**config.mk**
```make
export PLATFORM = sky130hd
export DESIGN_NAME = axi_wr_arbiter_flat
export DESIGN_NICKNAME = d
export VERILOG_FILES = /design/src/rtl/axi_wr_arbiter_if.sv /design/src/rtl/axi_wr_arbiter.sv /design/src/flat_wrapper.sv
export SDC_FILE = /design/constraint.sdc
export NUM_CORES = 1
export LEC_CHECK = 0
export CORE_AREA = 2 2 237 239
export DETAILED_ROUTE_END_ITERATION = 6
export DIE_AREA = 0 0 239 241
export PLACE_DENSITY = 0.44
export SYNTH_ARGS = -nofsm -noshare
export SYNTH_HDL_FRONTEND = slang
export SYNTH_SLANG_ARGS = --single-unit
export TNS_END_PERCENT = 30
```
**constraint.sdc**
```tcl
create_clock -name clk -period 3.1 [get_ports clk]
set_clock_uncertainty 0.05 [all_clocks]
set_input_delay 0.93 -clock clk [delete_from_list [all_inputs] [get_ports clk]]
set_output_delay 0.93 -clock clk [all_outputs]
set_load 0.01 [all_outputs]
```
**src/rtl/axi_wr_arbiter_if.sv**
```systemverilog
// Requester-side and PCIe-side AXI write channels around axi_wr_arbiter.
// slave is the arbiter's view; master is the view of whatever drives it (requesters + PCIe block).
interface axi_wr_arbiter_if #(
    parameter int NUM_REQ = 2,
    parameter int ID_W    = 4,
    parameter int ADDR_W  = 32,
    parameter int DATA_W  = 128
);
    localparam int SRC_W  = $clog2(NUM_REQ);
    localparam int MID_W  = ID_W + SRC_W;
    localparam int STRB_W = DATA_W / 8;

    // Every channel: a beat moves on the rising clk edge where valid && ready are both high;
    // the source keeps valid and payload stable until then, and ready may follow valid combinationally.
    logic [NUM_REQ-1:0]        s_awvalid;
    logic [NUM_REQ-1:0]        s_awready;
    logic [NUM_REQ*ID_W-1:0]   s_awid;
    logic [NUM_REQ*ADDR_W-1:0] s_awaddr;
    logic [NUM_REQ*4-1:0]      s_awlen;
    logic [NUM_REQ*3-1:0]      s_awsize;
    logic [NUM_REQ*2-1:0]      s_awburst;
    logic [NUM_REQ-1:0]        s_wvalid;
    logic [NUM_REQ-1:0]        s_wready;
    logic [NUM_REQ*DATA_W-1:0] s_wdata;
    logic [NUM_REQ*STRB_W-1:0] s_wstrb;
    logic [NUM_REQ-1:0]        s_wlast;
    logic [NUM_REQ-1:0]        s_bvalid;
    logic [NUM_REQ-1:0]        s_bready;
    logic [ID_W-1:0]           s_bid;
    logic [1:0]                s_bresp;

    logic                      m_awvalid;
    logic                      m_awready;
    logic [MID_W-1:0]          m_awid;
    logic [ADDR_W-1:0]         m_awaddr;
    logic [3:0]                m_awlen;
    logic [2:0]                m_awsize;
    logic [1:0]                m_awburst;
    logic                      m_wvalid;
    logic                      m_wready;
    logic [DATA_W-1:0]         m_wdata;
    logic [STRB_W-1:0]         m_wstrb;
    logic                      m_wlast;
    logic                      m_bvalid;
    logic                      m_bready;
    logic [MID_W-1:0]          m_bid;
    logic [1:0]                m_bresp;

    logic                      aw_state_dbg;  // 1 while the AW FSM holds a grant

    modport slave (
        input  s_awvalid, s_awid, s_awaddr, s_awlen, s_awsize, s_awburst,
        output s_awready,
        input  s_wvalid, s_wdata, s_wstrb, s_wlast,
        output s_wready,
        output s_bvalid, s_bid, s_bresp,
        input  s_bready,
        output m_awvalid, m_awid, m_awaddr, m_awlen, m_awsize, m_awburst,
        input  m_awready,
        output m_wvalid, m_wdata, m_wstrb, m_wlast,
        input  m_wready,
        input  m_bvalid, m_bid, m_bresp,
        output m_bready,
        output aw_state_dbg
    );

    modport master (
        output s_awvalid, s_awid, s_awaddr, s_awlen, s_awsize, s_awburst,
        input  s_awready,
        output s_wvalid, s_wdata, s_wstrb, s_wlast,
        input  s_wready,
        input  s_bvalid, s_bid, s_bresp,
        output s_bready,
        input  m_awvalid, m_awid, m_awaddr, m_awlen, m_awsize, m_awburst,
        output m_awready,
        input  m_wvalid, m_wdata, m_wstrb, m_wlast,
        output m_wready,
        output m_bvalid, m_bid, m_bresp,
        input  m_bready,
        input  aw_state_dbg
    );
endinterface

```
**src/rtl/axi_wr_arbiter.sv**
```systemverilog
// Round-robin AW arbiter for the shared PCIe write port; W follows AW-grant order via a small
// order FIFO and B is routed back by the source tag carried in the upper ID bits.
module axi_wr_arbiter #(
    parameter int NUM_REQ   = 2,
    parameter int ID_W      = 4,
    parameter int ADDR_W    = 32,
    parameter int DATA_W    = 128,
    parameter int ORD_DEPTH = 4
) (
    input logic             clk,
    input logic             rst,
    axi_wr_arbiter_if.slave bus
);
    localparam int SRC_W  = $clog2(NUM_REQ);
    localparam int STRB_W = DATA_W / 8;
    localparam int PTR_W  = $clog2(ORD_DEPTH);
    localparam int CNT_W  = PTR_W + 1;

    typedef enum logic [0:0] {
        IDLE  = 1'b0,
        GRANT = 1'b1
    } aw_state_t;

    aw_state_t        state_q, state_d;
    logic [SRC_W-1:0] grant_q, grant_d;
    logic [SRC_W-1:0] rr_ptr_q, rr_ptr_d;
    logic [SRC_W-1:0] pick_idx, cand;
    logic             pick_found;
    logic             aw_hs;

    logic [SRC_W-1:0] ord_mem [ORD_DEPTH];
    logic [PTR_W-1:0] wr_ptr_q, rd_ptr_q;
    logic [CNT_W-1:0] count_q;
    logic             ord_full, ord_empty, ord_pop;
    logic [SRC_W-1:0] ord_head;
    logic [SRC_W-1:0] b_src;

    logic [ID_W-1:0]   aw_id_a    [NUM_REQ];
    logic [ADDR_W-1:0] aw_addr_a  [NUM_REQ];
    logic [3:0]        aw_len_a   [NUM_REQ];
    logic [2:0]        aw_size_a  [NUM_REQ];
    logic [1:0]        aw_burst_a [NUM_REQ];
    logic [DATA_W-1:0] w_data_a   [NUM_REQ];
    logic [STRB_W-1:0] w_strb_a   [NUM_REQ];

    for (genvar i = 0; i < NUM_REQ; i++) begin : g_unpack
        assign aw_id_a[i]    = bus.s_awid[i*ID_W +: ID_W];
        assign aw_addr_a[i]  = bus.s_awaddr[i*ADDR_W +: ADDR_W];
        assign aw_len_a[i]   = bus.s_awlen[i*4 +: 4];
        assign aw_size_a[i]  = bus.s_awsize[i*3 +: 3];
        assign aw_burst_a[i] = bus.s_awburst[i*2 +: 2];
        assign w_data_a[i]   = bus.s_wdata[i*DATA_W +: DATA_W];
        assign w_strb_a[i]   = bus.s_wstrb[i*STRB_W +: STRB_W];
    end

    // First valid requester at or after rr_ptr, wrapping.
    always_comb begin
        pick_found = 1'b0;
        pick_idx   = '0;
        cand       = '0;
        for (int k = 0; k < NUM_REQ; k++) begin
            cand = SRC_W'((int'(rr_ptr_q) + k) % NUM_REQ);
            if (!pick_found && bus.s_awvalid[cand]) begin
                pick_found = 1'b1;
                pick_idx   = cand;
            end
        end
    end

    assign aw_hs = (state_q == GRANT) && bus.s_awvalid[grant_q] && bus.m_awready;

    always_ff @(posedge clk or posedge rst) begin
        if (rst) begin
            state_q  <= IDLE;
            grant_q  <= '0;
            rr_ptr_q <= '0;
        end else begin
            state_q  <= state_d;
            grant_q  <= grant_d;
            rr_ptr_q <= rr_ptr_d;
        end
    end

    always_comb begin
        state_d  = state_q;
        grant_d  = grant_q;
        rr_ptr_d = rr_ptr_q;
        case (state_q)
            IDLE: begin
                if (pick_found && !ord_full) begin
                    grant_d = pick_idx;
                    state_d = GRANT;
                end
            end
            GRANT: begin
                // Grant is held until its handshake; m_awvalid is never withdrawn by the arbiter.
                if (aw_hs) begin
                    state_d  = IDLE;
                    rr_ptr_d = (int'(grant_q) == NUM_REQ - 1) ? '0 : grant_q + SRC_W'(1);
                end
            end
            default: state_d = IDLE;
        endcase
    end

    assign bus.aw_state_dbg = (state_q == GRANT);

    always_comb begin
        bus.m_awvalid = 1'b0;
        bus.s_awready = '0;
        bus.m_awid    = {grant_q, aw_id_a[grant_q]};
        bus.m_awaddr  = aw_addr_a[grant_q];
        bus.m_awlen   = aw_len_a[grant_q];
        bus.m_awsize  = aw_size_a[grant_q];
        bus.m_awburst = aw_burst_a[grant_q];
        if (state_q == GRANT) begin
            bus.m_awvalid          = bus.s_awvalid[grant_q];
            bus.s_awready[grant_q] = bus.m_awready;
        end
    end

    // Order FIFO of granted sources; W beats drain strictly in AW-grant order.
    assign ord_full  = (count_q == CNT_W'(ORD_DEPTH));
    assign ord_empty = (count_q == '0);
    assign ord_head  = ord_mem[rd_ptr_q];
    assign ord_pop   = !ord_empty && bus.s_wvalid[ord_head] && bus.m_wready && bus.s_wlast[ord_head];

    always_ff @(posedge clk) begin
        if (aw_hs) begin
            ord_mem[wr_ptr_q] <= grant_q;
        end
    end

    always_ff @(posedge clk or posedge rst) begin
        if (rst) begin
            wr_ptr_q <= '0;
            rd_ptr_q <= '0;
            count_q  <= '0;
        end else begin
            if (aw_hs) begin
                wr_ptr_q <= wr_ptr_q + PTR_W'(1);
            end
            if (ord_pop) begin
                rd_ptr_q <= rd_ptr_q + PTR_W'(1);
            end
            case ({aw_hs, ord_pop})
                2'b10:   count_q <= count_q + CNT_W'(1);
                2'b01:   count_q <= count_q - CNT_W'(1);
                default: count_q <= count_q;
            endcase
        end
    end

    always_comb begin
        bus.m_wvalid = !ord_empty && bus.s_wvalid[ord_head];
        bus.m_wdata  = w_data_a[ord_head];
        bus.m_wstrb  = w_strb_a[ord_head];
        bus.m_wlast  = bus.s_wlast[ord_head];
        bus.s_wready = '0;
        bus.s_wready[ord_head] = !ord_empty && bus.m_wready;
    end

    // Tags beyond NUM_REQ (only reachable when NUM_REQ = 3) are accepted and dropped.
    assign b_src = bus.m_bid[ID_W +: SRC_W];

    always_comb begin
        bus.s_bvalid = '0;
        bus.m_bready = 1'b1;
        if (int'(b_src) < NUM_REQ) begin
            bus.s_bvalid[b_src] = bus.m_bvalid;
            bus.m_bready        = bus.s_bready[b_src];
        end
    end

    assign bus.s_bid   = bus.m_bid[ID_W-1:0];
    assign bus.s_bresp = bus.m_bresp;
endmodule

```
**src/flat_wrapper.sv**
```systemverilog
// flat-port wrapper written by rule: the top's interface ports become plain ports
module axi_wr_arbiter_flat 
#(
    parameter int NUM_REQ   = 2,
    parameter int ID_W      = 4,
    parameter int ADDR_W    = 32,
    parameter int DATA_W    = 128,
    parameter int ORD_DEPTH = 4
)
  (clk, rst, bus_s_awvalid, bus_s_awid, bus_s_awaddr, bus_s_awlen, bus_s_awsize, bus_s_awburst, bus_s_awready, bus_s_wvalid, bus_s_wdata, bus_s_wstrb, bus_s_wlast, bus_s_wready, bus_s_bvalid, bus_s_bid, bus_s_bresp, bus_s_bready, bus_m_awvalid, bus_m_awid, bus_m_awaddr, bus_m_awlen, bus_m_awsize, bus_m_awburst, bus_m_awready, bus_m_wvalid, bus_m_wdata, bus_m_wstrb, bus_m_wlast, bus_m_wready, bus_m_bvalid, bus_m_bid, bus_m_bresp, bus_m_bready, bus_aw_state_dbg);
  axi_wr_arbiter_if #(.NUM_REQ(NUM_REQ), .ID_W(ID_W), .ADDR_W(ADDR_W), .DATA_W(DATA_W)) bus_i ();
  input logic clk;
  input logic rst;
  input wire logic [$bits(bus_i.s_awvalid)-1:0] bus_s_awvalid;
  input wire logic [$bits(bus_i.s_awid)-1:0] bus_s_awid;
  input wire logic [$bits(bus_i.s_awaddr)-1:0] bus_s_awaddr;
  input wire logic [$bits(bus_i.s_awlen)-1:0] bus_s_awlen;
  input wire logic [$bits(bus_i.s_awsize)-1:0] bus_s_awsize;
  input wire logic [$bits(bus_i.s_awburst)-1:0] bus_s_awburst;
  output wire logic [$bits(bus_i.s_awready)-1:0] bus_s_awready;
  input wire logic [$bits(bus_i.s_wvalid)-1:0] bus_s_wvalid;
  input wire logic [$bits(bus_i.s_wdata)-1:0] bus_s_wdata;
  input wire logic [$bits(bus_i.s_wstrb)-1:0] bus_s_wstrb;
  input wire logic [$bits(bus_i.s_wlast)-1:0] bus_s_wlast;
  output wire logic [$bits(bus_i.s_wready)-1:0] bus_s_wready;
  output wire logic [$bits(bus_i.s_bvalid)-1:0] bus_s_bvalid;
  output wire logic [$bits(bus_i.s_bid)-1:0] bus_s_bid;
  output wire logic [$bits(bus_i.s_bresp)-1:0] bus_s_bresp;
  input wire logic [$bits(bus_i.s_bready)-1:0] bus_s_bready;
  output wire logic [$bits(bus_i.m_awvalid)-1:0] bus_m_awvalid;
  output wire logic [$bits(bus_i.m_awid)-1:0] bus_m_awid;
  output wire logic [$bits(bus_i.m_awaddr)-1:0] bus_m_awaddr;
  output wire logic [$bits(bus_i.m_awlen)-1:0] bus_m_awlen;
  output wire logic [$bits(bus_i.m_awsize)-1:0] bus_m_awsize;
  output wire logic [$bits(bus_i.m_awburst)-1:0] bus_m_awburst;
  input wire logic [$bits(bus_i.m_awready)-1:0] bus_m_awready;
  output wire logic [$bits(bus_i.m_wvalid)-1:0] bus_m_wvalid;
  output wire logic [$bits(bus_i.m_wdata)-1:0] bus_m_wdata;
  output wire logic [$bits(bus_i.m_wstrb)-1:0] bus_m_wstrb;
  output wire logic [$bits(bus_i.m_wlast)-1:0] bus_m_wlast;
  input wire logic [$bits(bus_i.m_wready)-1:0] bus_m_wready;
  input wire logic [$bits(bus_i.m_bvalid)-1:0] bus_m_bvalid;
  input wire logic [$bits(bus_i.m_bid)-1:0] bus_m_bid;
  input wire logic [$bits(bus_i.m_bresp)-1:0] bus_m_bresp;
  output wire logic [$bits(bus_i.m_bready)-1:0] bus_m_bready;
  output wire logic [$bits(bus_i.aw_state_dbg)-1:0] bus_aw_state_dbg;
  assign bus_i.s_awvalid = bus_s_awvalid;
  assign bus_i.s_awid = bus_s_awid;
  assign bus_i.s_awaddr = bus_s_awaddr;
  assign bus_i.s_awlen = bus_s_awlen;
  assign bus_i.s_awsize = bus_s_awsize;
  assign bus_i.s_awburst = bus_s_awburst;
  assign bus_s_awready = bus_i.s_awready;
  assign bus_i.s_wvalid = bus_s_wvalid;
  assign bus_i.s_wdata = bus_s_wdata;
  assign bus_i.s_wstrb = bus_s_wstrb;
  assign bus_i.s_wlast = bus_s_wlast;
  assign bus_s_wready = bus_i.s_wready;
  assign bus_s_bvalid = bus_i.s_bvalid;
  assign bus_s_bid = bus_i.s_bid;
  assign bus_s_bresp = bus_i.s_bresp;
  assign bus_i.s_bready = bus_s_bready;
  assign bus_m_awvalid = bus_i.m_awvalid;
  assign bus_m_awid = bus_i.m_awid;
  assign bus_m_awaddr = bus_i.m_awaddr;
  assign bus_m_awlen = bus_i.m_awlen;
  assign bus_m_awsize = bus_i.m_awsize;
  assign bus_m_awburst = bus_i.m_awburst;
  assign bus_i.m_awready = bus_m_awready;
  assign bus_m_wvalid = bus_i.m_wvalid;
  assign bus_m_wdata = bus_i.m_wdata;
  assign bus_m_wstrb = bus_i.m_wstrb;
  assign bus_m_wlast = bus_i.m_wlast;
  assign bus_i.m_wready = bus_m_wready;
  assign bus_i.m_bvalid = bus_m_bvalid;
  assign bus_i.m_bid = bus_m_bid;
  assign bus_i.m_bresp = bus_m_bresp;
  assign bus_m_bready = bus_i.m_bready;
  assign bus_aw_state_dbg = bus_i.aw_state_dbg;
  axi_wr_arbiter #(.NUM_REQ(NUM_REQ), .ID_W(ID_W), .ADDR_W(ADDR_W), .DATA_W(DATA_W), .ORD_DEPTH(ORD_DEPTH)) u_core (.clk(clk), .rst(rst), .bus(bus_i));
endmodule
```
# After elaboration in Yosys (flattened, before gate mapping)
# Memories as Yosys holds them, arrays and structs flattened.
# Cells that the tools add are included.
# word_totals
register_bits,10
mem_bits_rw,4
in_bits,398
wordCells,102
n_memories,1
# op_classes
n_addsub,6
n_lt_le_gt_ge,10
n_eq_ne,3
mux,52
bitwise,6
n_reduce_logical,18
# mem_list
memory,words,word_bits,read_ports,rd_ports_with_merged_regs,write_ports,line,rtl
u_core.ord_mem,4,1,1,0,1,axi_wr_arbiter.sv:31,logic [SRC_W-1:0] ord_mem [ORD_DEPTH];
# op_table
op,n
$mux W128,3
$mux W32,3
$mux W16,3
$mux W1,25
$mux W4,6
$logic_and A1 B1 Y1,11
$lt A1 B2 Y1 const B,5
$mux W3,3
$mux W2,4
$and A2 B2 Y2,3
$pmux W3 S2,1
$add A2 B1 Y2 const B,2
$ge A2 B2 Y1 const B,2
$not A1 Y2,2
$reduce_and A2 Y1,2
$add A3 B1 Y3 const B,1
$demux W1 S1,3
$eq A3 B3 Y1 const B,1
$ge A1 B1 Y1 const B,3
$logic_not A1 Y1,3
$logic_not A3 Y1,1
$sub A3 B1 Y3 const B,1
$add A1 B1 Y1 const B,2
$eq A2 B1 Y1 const B,1
4 further kinds,4

# Depth between registers and ports, before layout
# depth
word_depth,9
ltp_mapped,10

# Worst setup path after synthesis
# OpenSTA, ideal clock, no wires.
# synth_path
kind,register to register
from,register u_core.rd_ptr_q[0]
to,register u_core.count_q[2]
arrival_ps,2445
required_ps,2971
slack_ps,526
path_stages_with_launch,10
synth_period_minus_slack_ps,2574
cell_sequence,dfrtp_1 mux4_2 mux2_4 nor2_1 ha_1 inv_1 fa_1 xor2_1 nor2_1 xor2_1
# synth_between
elab_chain_cells,8
# synth_lines
item,line,rtl
start: declaration,axi_wr_arbiter.sv:32,"logic [PTR_W-1:0] wr_ptr_q, rd_ptr_q;"
start signal: assignment,axi_wr_arbiter.sv:144,rd_ptr_q <= rd_ptr_q + PTR_W'(1);
$mem_v2 Z4 W1 *,n/a,
$mux W1 (implied by the code) (2 in a row),axi_wr_arbiter.sv:126,assign ord_pop = !ord_empty && bus.s_wvalid[ord_head] && bus.m_wready && bus.s_wlast[ord_head];
$logic_and A1 B1 Y1 (2 in a row),axi_wr_arbiter.sv:126,
$logic_and A1 B1 Y1 *,axi_wr_arbiter.sv:126,
via u_core.ord_pop,axi_wr_arbiter.sv:34,"logic ord_full, ord_empty, ord_pop;"
$eq A2 B1 Y1 / $eq A2 B2 Y1 (equally long branches),axi_wr_arbiter.sv:146,"case ({aw_hs, ord_pop})"
$pmux W3 S2 / $reduce_bool A2 Y1 (equally long branches),n/a,
end signal: assignment,axi_wr_arbiter.sv:147,2'b10: count_q <= count_q + CNT_W'(1);
end signal: assignment,axi_wr_arbiter.sv:148,2'b01: count_q <= count_q - CNT_W'(1);
end signal: assignment,axi_wr_arbiter.sv:149,default: count_q <= count_q;
end: declaration,axi_wr_arbiter.sv:33,logic [CNT_W-1:0] count_q;
# Mark *: on every way through the listed nets, which the timed path passes. The rest lies on a longest branch. The select of a mux whose other input is x is not followed.
# A chain may end at the register's enable or synchronous reset.

# Worst setup path after layout
# layout_path
from,register u_core.rd_ptr_q[0]
to,output port bus_m_wdata[105]
# layout_between
elab_chain_cells,5
# layout_lines
item,line,rtl
$mem_v2 Z4 W1,n/a,
$not A1 Y2 (implied by the code),axi_wr_arbiter.sv:156,bus.m_wdata = w_data_a[ord_head];
$mux W128 (implied by the code) (3 in a row),axi_wr_arbiter.sv:156,
end: declaration,flat_wrapper.sv:38,output wire logic [$bits(bus_i.m_wdata)-1:0] bus_m_wdata;
# Every way passes these cells. The select of a mux whose other input is x is not followed.

==> out/results.ini <==
[placement]
place_worst_setup_slack_ps=-279
place.gp.congestion=0.742
io_buffers=592
dp_hpwl_um=29300

[drt]
vias=4905
drt_iter0_markers=89
vias_per_cell=3.05
first_pass_iters=4
drc=0
met2_length_um=18300
drt-met1-wl_um=11200
wl_per_cell_um=21.0
met3_length_um=3470
drt.antenna.violating_nets=0
highest_layer=met5
wl_um=33800

[pwr]
ir_worst_vdd_uv=325
p_clk_share_pct=3.8
p_sw_share_pct=39.2
combPwrFrac_pct=90.7
p_int_mw=3.91
power.leakage_nw=4.42
seq_power_share_pct=5.5
net-switching-power_mw=2.53
p_per_area_nw_per_um2=618

[clock_network]
path_clk_slew_ps=40
clock_latency_ps=240
numClockSinks=14
cts_tree=built
cts_buffer_depth=2
numCtsBuffers=3
htreeDepth=1
cts_root_buf=clkbuf_16

[hold_path]
worstHoldPathType=register to register

[finish]
final_util_pct=19.0
syn_to_final_growth_pct=231
drive_above_1_share_pct=39.3
multiInputGateArea_sq_um=2580
seq_area_sq_um=372
fillers=6114
nets=1300

[global_route]
grt_overflow=0
antenna_found_initial=32
first_global_vias=5137
grt_max_degree=59
grt_usage_pct=10.4
grt_pass1_wl_um=40700

[timing]
drv_slew=0
worstMarginPinSlew_ps=440
timing.fmax_mhz=304
finalHoldViolCount=0
rsz0062_at_grt=yes
period_minus_slack_ps=3290
fin_ws_ps=-189
max-slew-margin-rel_pct=70.6
finalSetupViolCount=121
period_share_pct=106
hold_slack_ps=431

[critical_path]
crit_required_ps=2120
cp-end-kind=primary output
crit_path_max_fanout=8
crit_type=register to primary output
startpoint_type=register
critPathArrivalTime_ps=2310

[die]
fp.dieW_um=239
floorplan.initialDensity_pct=5.74
coreArea_sq_um=54900
die_h_um=241
row_count=86
ios=605
dieArea_sq_um=57600

[logic_synthesis]
netlist_area_sq_um=3150
syn-num-nets=694
synthCells=290
netlist-cell-type-count=27
yosysSeqAreaShare_pct=11.8
avgSynthCellArea_sq_um=10.9
ys_seq_elements=14
synth-warning-count=0

[outcome]
violations=negative setup slack
outcome=complete, but fails checks

[job]
drv_cap=0

[state kept, by name (all words and copies together) (netlist names)]
signal	cells
u_core.count_q	3
u_core.grant_q	1
u_core.rr_ptr_q	1
u_core.ord_mem	4
u_core.rd_ptr_q	2
u_core.wr_ptr_q	2
u_core.bus.aw_state_dbg	1
[through the flow]
stage	TNS, ps	total power, mW	instance area, sq um	cells
global route	-19290	6.86	10400	1604
global placement	-11800	5.80	10000	1576
CTS	-24560	6.15	10000	1592
floorplan	0	2.90	3150	290
detailed placement	-14370	5.77	10000	1576
finish	-7700	6.44	10400	1608
[cell type report]
cell class / instances / area share (%)
diodes: 9 / 0.216
inverters: 8 / 0.288
well taps: 704 / 8.45
repair buffers: 630 / 62.0
clock buffers: 4 / 0.756
flip-flops and latches: 14 / 3.56
multi-input cells: 239 / 24.7
[layer usage]
layer / GRT usage, % / vias to the layer above
li1: - / 2284
met1: 9.74 / 2149
met2: 20.9 / 414
met3: 3.85 / 54
met4: 3.03 / 4
met5: 0 / -
[synthesized netlist by cell type]
cell type	n	share of area, %
nor2b_1	2	0.40
dfrtp_1	10	7.9
buf_6	12	4.3
mux2_4	1	0.48
and3_1	1	0.20
edfxtp_1	4	3.8
xnor2_1	2	0.56
buf_2	4	0.64
mux4_2	1	0.72
buf_1	4	0.48
inv_1	8	0.95
ha_1	5	2.0
nand2b_1	1	0.20
buf_4	8	1.9
fa_1	1	0.64
xor2_1	4	1.1
nor2_1	7	0.83
mux2_2	191	68
nand2_1	6	0.72
nor3b_2	1	0.40
and2_1	5	0.99
mux2i_1	3	0.95
nor3_1	1	0.16
o21ai_0	4	0.64
a31oi_1	2	0.40
a21oi_1	1	0.16
clkbuf_1	1	0.12
[power by group through the flow]
| stage | Clock, mW | Combinational (mW) | Sequential, mW |
|---|---|---|---|
| after floorplan | 0 | 2.57 | 0.327 |
| after global placement | 0 | 5.45 | 0.354 |
| after detailed placement | 0 | 5.42 | 0.359 |
| after CTS | 0.249 | 5.55 | 0.357 |
| after global routing | 0.259 | 6.23 | 0.371 |
| final | 0.242 | 5.84 | 0.354 |
[path summary, 6_finish.rpt]
kind | start | end | slack [ps] | cells after the start
max | u_core.rd_ptr_q[0] | bus_m_wdata[105] | -190 | 7
min | u_core.rr_ptr_q | u_core.rr_ptr_q | 430 | 2
max reg2reg | u_core.rd_ptr_q[0] | u_core.count_q[2] | 60 | 11
min reg2reg | u_core.rr_ptr_q | u_core.rr_ptr_q | 430 | 2
max in group asynchronous | rst | u_core.grant_q | 1720 | 2
min in group asynchronous | rst | u_core.rd_ptr_q[1] | 950 | 2
[logic make-up after synthesis]
| kind of cell | synth area share [%] |
|---|---|
| multiplexers | 70.5 |
| buffers and inverters | 8.39 |
| AND/OR/NAND/NOR | 3.90 |
| flip-flops | 11.8 |
| AO/OA/AOI/OAI | 1.19 |
| XOR/XNOR | 1.67 |
| adder cells (fa/ha/maj) | 2.62 |
[cells in the final DEF, fill, tap and decap left out, drive strengths merged]
cell type	n
clkdlybuf4s50	415
buf	130
dlymetal6s2s	46
nor2b	2
dlygate4sd2	18
mux4	1
nor3b	1
a21oi	1
and2	5
nor3	1
dfrtp	10
nor2	7
and3	1
ha	5
mux2i	3
clkdlybuf4s15	2
clkbuf	23
nand2b	1
edfxtp	4
a31oi	2
xor2	4
o21ai	4
xnor2	2
nand2	6
inv	8
diode	9
fa	1
mux2	192
[worst max-delay path: stages (launching register included)]
cell	delay, ps
dfrtp_1	370
mux4_4	680
buf_6	170
buf_12	130
buf_16	150
buf_6	120
mux2_4	310
buf_6	130
[repair_timing]
| action | CTS | global route |
|---|---|---|
| gates cloned | 2 | 3 |
| setup buffers | 10 | 4 |
| resized for setup | 376 | 173 |
| hold buffers | 0 | 0 |
| hold endpoints to repair | 0 | 0 |
| endpoints found under the setup margin | 162 | 157 |
| pin swaps | 0 | 0 |
No activity file was read; power rests on OpenSTA's default activity.
